### src/rtl/mem_arbiter_pkg.sv
// Shared types for the two-port memory arbiter: response FSM states,
// requester ids and grant vector layout.
package mem_arbiter_pkg;

    localparam int unsigned NUM_REQ    = 2;
    localparam int unsigned GNT_IF     = 0;
    localparam int unsigned GNT_LS     = 1;
    localparam int unsigned STAT_WIDTH = 32;

    typedef enum logic [1:0] {
        IDLE   = 2'd0,
        RSP_IF = 2'd1,
        RSP_LS = 2'd2
    } state_e;

    typedef enum logic {
        REQ_IF = 1'b0,
        REQ_LS = 1'b1
    } req_id_e;

endpackage

### src/rtl/rr_arb2.sv
// Two-way round-robin arbiter: the requester that was not granted last wins
// a conflict. Purely combinational.
module rr_arb2
    import mem_arbiter_pkg::*;
(
    input  logic [NUM_REQ-1:0] req,
    input  req_id_e            last,
    output logic [NUM_REQ-1:0] gnt_c
);

    // One-hot grant: LS wins a tie only when IF was granted last
    always_comb begin
        gnt_c = '0;
        if (req[GNT_LS] && (!req[GNT_IF] || (last == REQ_IF))) begin
            gnt_c[GNT_LS] = 1'b1;
        end else if (req[GNT_IF]) begin
            gnt_c[GNT_IF] = 1'b1;
        end
    end

endmodule

### src/rtl/mem_arbiter.sv
// Arbitrates an instruction-fetch port and a load/store port onto one
// synchronous single-port RAM with 1-cycle read latency.
// Optional macro MEM_ARBITER_STATS_EN adds saturating grant/conflict counters.
module mem_arbiter
    import mem_arbiter_pkg::*;
#(
    parameter int unsigned CPU_WIDTH = 32,
    parameter int unsigned RAM_WIDTH = 31
) (
    input  logic                   clk,
    input  logic                   a_reset_n,
    input  logic                   if_req_valid,
    output logic                   if_req_ready,
    input  logic [RAM_WIDTH-1:0]   if_addr,
    output logic                   if_rsp_valid,
    output logic [CPU_WIDTH-1:0]   if_rdata,
    input  logic                   ls_req_valid,
    output logic                   ls_req_ready,
    input  logic [RAM_WIDTH-1:0]   ls_addr,
    input  logic                   ls_we,
    input  logic [CPU_WIDTH-1:0]   ls_wdata,
    input  logic [CPU_WIDTH/8-1:0] ls_be,
    output logic                   ls_rsp_valid,
    output logic [CPU_WIDTH-1:0]   ls_rdata,
    output logic                   mem_en,
    output logic                   mem_we,
    output logic [RAM_WIDTH-1:0]   mem_addr,
    output logic [CPU_WIDTH-1:0]   mem_wdata,
    output logic [CPU_WIDTH/8-1:0] mem_be,
    input  logic [CPU_WIDTH-1:0]   mem_rdata
`ifdef MEM_ARBITER_STATS_EN
    ,
    output logic [STAT_WIDTH-1:0]  stat_if_grants,
    output logic [STAT_WIDTH-1:0]  stat_ls_grants,
    output logic [STAT_WIDTH-1:0]  stat_conflicts
`endif
);

    localparam int unsigned BE_WIDTH = CPU_WIDTH / 8;

    logic [NUM_REQ-1:0] req_c;
    logic [NUM_REQ-1:0] gnt_c;
    state_e             state_q, state_d;
    req_id_e            last_q, last_d;
    logic               rsp_rd_q, rsp_rd_d;

    // Requests are masked while reset is asserted so ready and mem_* drop at once
    assign req_c = {ls_req_valid, if_req_valid} & {NUM_REQ{a_reset_n}};

    rr_arb2 u_arb (
        .req   (req_c),
        .last  (last_q),
        .gnt_c (gnt_c)
    );

    // Response owner, last-granted pointer and read/write flag of the response
    always_ff @(posedge clk or negedge a_reset_n) begin
        if (!a_reset_n) begin
            state_q  <= IDLE;
            last_q   <= REQ_IF;
            rsp_rd_q <= 1'b0;
        end else begin
            state_q  <= state_d;
            last_q   <= last_d;
            rsp_rd_q <= rsp_rd_d;
        end
    end

    // Next state from this cycle's grant; RAM muxing and response steering
    always_comb begin
        state_d      = IDLE;
        last_d       = last_q;
        rsp_rd_d     = 1'b0;
        if_req_ready = gnt_c[GNT_IF];
        ls_req_ready = gnt_c[GNT_LS];
        mem_en       = |gnt_c;
        mem_we       = 1'b0;
        mem_addr     = '0;
        mem_wdata    = '0;
        mem_be       = '0;
        if_rsp_valid = (state_q == RSP_IF);
        ls_rsp_valid = (state_q == RSP_LS);
        if_rdata     = '0;
        ls_rdata     = '0;

        if (gnt_c[GNT_IF]) begin
            state_d  = RSP_IF;
            last_d   = REQ_IF;
            rsp_rd_d = 1'b1;
            mem_addr = if_addr;
        end else if (gnt_c[GNT_LS]) begin
            state_d   = RSP_LS;
            last_d    = REQ_LS;
            rsp_rd_d  = !ls_we;
            mem_we    = ls_we;
            mem_addr  = ls_addr;
            mem_wdata = ls_wdata;
            mem_be    = BE_WIDTH'(ls_be);
        end

        if ((state_q == RSP_IF) && rsp_rd_q) begin
            if_rdata = mem_rdata;
        end
        if ((state_q == RSP_LS) && rsp_rd_q) begin
            ls_rdata = mem_rdata;
        end
    end

`ifdef MEM_ARBITER_STATS_EN
    // Saturating per-port accept counters and both-valid conflict counter
    always_ff @(posedge clk or negedge a_reset_n) begin
        if (!a_reset_n) begin
            stat_if_grants <= '0;
            stat_ls_grants <= '0;
            stat_conflicts <= '0;
        end else begin
            if (gnt_c[GNT_IF] && (stat_if_grants != '1)) begin
                stat_if_grants <= stat_if_grants + STAT_WIDTH'(1);
            end
            if (gnt_c[GNT_LS] && (stat_ls_grants != '1)) begin
                stat_ls_grants <= stat_ls_grants + STAT_WIDTH'(1);
            end
            if ((&req_c) && (stat_conflicts != '1)) begin
                stat_conflicts <= stat_conflicts + STAT_WIDTH'(1);
            end
        end
    end
`else
    // Statistics disabled: no counters, arbitration unchanged
`endif

endmodule

### config.mk
export PLATFORM = sky130hd
export DESIGN_NAME = mem_arbiter
export DESIGN_NICKNAME = d
export VERILOG_FILES = /design/src/rtl/mem_arbiter_pkg.sv /design/src/rtl/rr_arb2.sv /design/src/rtl/mem_arbiter.sv
export SDC_FILE = /design/constraint.sdc
export NUM_CORES = 1
export LEC_CHECK = 0
export CAP_MARGIN = 5
export CORE_AREA = 4 4 102 104
export CTS_CLUSTER_SIZE = 40
export DETAILED_ROUTE_END_ITERATION = 10
export DIE_AREA = 0 0 106 108
export HOLD_SLACK_MARGIN = 0.15
export PLACE_DENSITY = 0.73
export SLEW_MARGIN = 20
export SYNTH_ARGS = -nofsm -noshare
export SYNTH_HDL_FRONTEND = slang
export SYNTH_SLANG_ARGS = --single-unit
export TNS_END_PERCENT = 50
### constraint.sdc
create_clock -name clk -period 1.6 [get_ports clk]
set_input_delay 0.32 -clock clk [delete_from_list [all_inputs] [get_ports clk]]
set_output_delay 0.32 -clock clk [all_outputs]
set_load 0.005 [all_outputs]
==> key figures <==
Timing
  – Max Clock Freq: 552 MHz
  – Worst slew margin: 0.867
  – RSZ-0062 raised after global routing: yes
  – Part of the cycle the worst path needs: 1.13
  – Setup TNS: -9.72 ns
  – Min Clock Period, post-route: 1.81 ns
  – Slew Limit Fails: 0
  – Final setup viols: 68
  – Worst slew pin tran: 0.199 ns
  – Final Skew: 0.00855 ns
  – Final setup margin: -0.211 ns
  – Hold Vio Cnt, Final: 0

Floorplan
  – Die area: 0.0114 sq mm
  – Row cnt: 36
  – Die height: 108 um
  – Effective utilization at floorplan: 0.146
  – Top-Level Pins: 272
  – Die width: about 110 um
  – CORE AREA: 0.00955 sq mm

GRT
  – Most used routing layer: met2
  – First-pass GRT wire length: about 15,000 um
  – Largest net degree at the start of global routing: 36
  – Total congestion overflow: 0
  – Number of global-route vias before repair: just over 3,000
  – Met1 Track Usage GR: 0.178
  – GRT met3 Usage: 0.0376
  – Antenna violations before repair: 1
  – GR Util All Layers: 0.169
  – Global Route met2 Usage: 0.333

Pwr
  – Sequential power share: 0.074
  – P_sw: 551 uW
  – Pwr dens: 355 mW/mm^2
  – Net Sw Frac: 0.337
  – Total power draw: 1640 uW
  – Comb pwr share: 0.795
  – Leak: 0.00220 uW
  – Max IR drop VDD: 0.205 mV
  – Clk pwr share: 0.132
  – Int Power: roughly 1100 uW

Yosys
  – Cells after synthesis: 276
  – Top FF cell, synth: dfrtp_1
  – Synthesized Nets: 411
  – Post-synth EDFFs: 0
  – Synth warnings: 0
  – Cell variety after synth: 17
  – Largest area contributor in the netlist: nand2_1
  – Most common cell in the netlist: nand2_1
  – #FFs+latches synth: 4
  – Avg Cell Area, Syn: 5.04 sq um
  – Synth top cells by count: nand2_1 (99), nor2_1 (65), and2_1 (37)
  – Top cells by area, synth: nand2_1 (27%), nor2_1 (18%), and2_1 (17%), o22ai_1 (14%), dfrtp_1 (7.2%)
  – Post-synthesis async set-or-reset flop share: 1.00
  – Mapped Area: between 0.001 and 0.0015 sq mm
  – Sequential fraction of the synthesis area: 0.0719
  – Top cell type's share of synthesized area: 0.267

Clock network
  – CTS Hold Bufs: 0
  – Clock root cell: clkbuf_8
  – Clock Latency Late Sink: approximately 0.22 ns
  – CTS H-tree lvls: 1
  – CTS max path bufs: 2
  – CTS tree: yes
  – Clk sinks: 4
  – Total CTS buffers: 3
  – Clk slew on worst S/H paths: 0.04 ns

Flow run
  – Total of max-cap violations: 0

Critical path
  – Worst-path fanout max: 5
  – CP Launch Type: register
  – Worst path required time: 1.28 ns
  – CP Capture Type: output port
  – Setup Crit Path Kind: register to output port
  – WP data arrival: 1.49 ns
  – FF-to-FF path depth: 6

Detailed routing
  – Post-route ant nets: 0
  – WL final: between 10,000 and 15,000 um
  – Number of DRC markers in iteration 0: 123
  – Drt wl/cell: between 15 and 20 um
  – Vias post-DR: between 3,000 and 4,000
  – Vias per inst: 4.30
  – Number of remaining DRC errors: 0
  – Drt pass-1 iters: 4

Placement
  – PortBufs: ~270
  – Dpl hpwl: 7450 um
  – Place WS: -0.757 ns
  – GP Congestion: 0.769
  – Cell count after placement: ~660

Status
  – Status: complete, but fails checks
  – Violated checks: negative setup slack

Layout
  – Nets: 709
  – Layout cell share with drive strength beyond 1: 0.411
  – Fill cells: roughly 950
  – Non-filler instance count after layout: 706
  – P&R area growth vs syn: 231%

Hold path
  – Worst Hold Class: primary input to async pin
## power by group through the flow
stage / Combinational, uW / Sequential [uW] / Clock (uW)
floorplan: 333 / 122 / 0
global route: 1390 / 122 / 227
global placement: 1000 / 119 / 0
CTS: 1220 / 120 / 217
detailed placement: 1020 / 119 / 0
finish: 1300 / 120 / 216
## worst paths after layout
kind                         startpoint      endpoint  slack (ns)
setup / recovery                 last_q  mem_wdata[4]       -0.21
hold / removal                a_reset_n        last_q        0.24
setup reg to reg                 last_q      rsp_rd_q        0.24
hold reg to reg                  last_q    state_q[1]        0.71
max in group asynchronous     a_reset_n    state_q[0]        1.20
min in group clk           if_req_valid    state_q[1]        0.47
## layer usage
layer | wire, um | part of all wire
met1 | 4120 | 0.38
met5 | 0 | 0
met4 | 195 | 0.018
met3 | 871 | 0.080
met2 | 5700 | 0.52
## worst max-delay path, stage by stage (launching register included)
cell and delay, ns:
dfrtp_1 0.39, buf_6 0.13, a21oi_4 0.15, buf_8 0.17, buf_16 0.12, buf_6 0.08, and2_4 0.13, buf_6 0.09
## cells in the final DEF, fill, tap and decap left out, types with 6 or more instances in the layout
cell type,instances
and2_1,12
buf_4,12
nor2_2,9
and2_4,25
nor2_1,56
buf_2,44
clkdlybuf4s15_1,8
buf_12,6
clkbuf_2,56
nand2b_4,6
o22ai_1,20
buf_6,47
nand2_1,95
clkdlybuf4s50_1,131
buf_16,7
o22ai_2,11
## area by class of cell
cell class              instances  area, sq um  share of cell area
flip-flops and latches          4          100              0.0217
well taps                     133          166              0.0361
repair buffers                318         2940               0.636
multi-input cells             245         1360               0.295
diodes                          1         2.50            0.000543
clock buffers                   3         41.3             0.00895
inverters                       2         7.51             0.00163
## metrics by stage
step	area, sq um	hold WS (ns)	util
floorplan	1390	0.0244	-
global route	4610	0.246	0.483
CTS	4580	0.245	0.479
detailed placement	4260	0.373	0.446
global placement	4260	0.360	0.446
finish	4610	0.239	0.483
## kinds of logic after synthesis
kind of cell	after synthesis	synth area share
simple gates	206	0.637
compound gates	36	0.164
buf+inv	30	0.128
flops	4	0.0719
## flip-flops by register name (all words and copies together) (netlist names)
name and flops:
state_q 2, rsp_rd_q 1, last_q 1
## what timing repair did
item,in CTS,in global routing
gates cloned,11,1
pin swaps,22,18
endpoints found under the hold margin,0,0
resized for setup,444,147
setup endpoints to repair,137,132
setup buffers,25,1
Power figures use the tool's default switching activity.
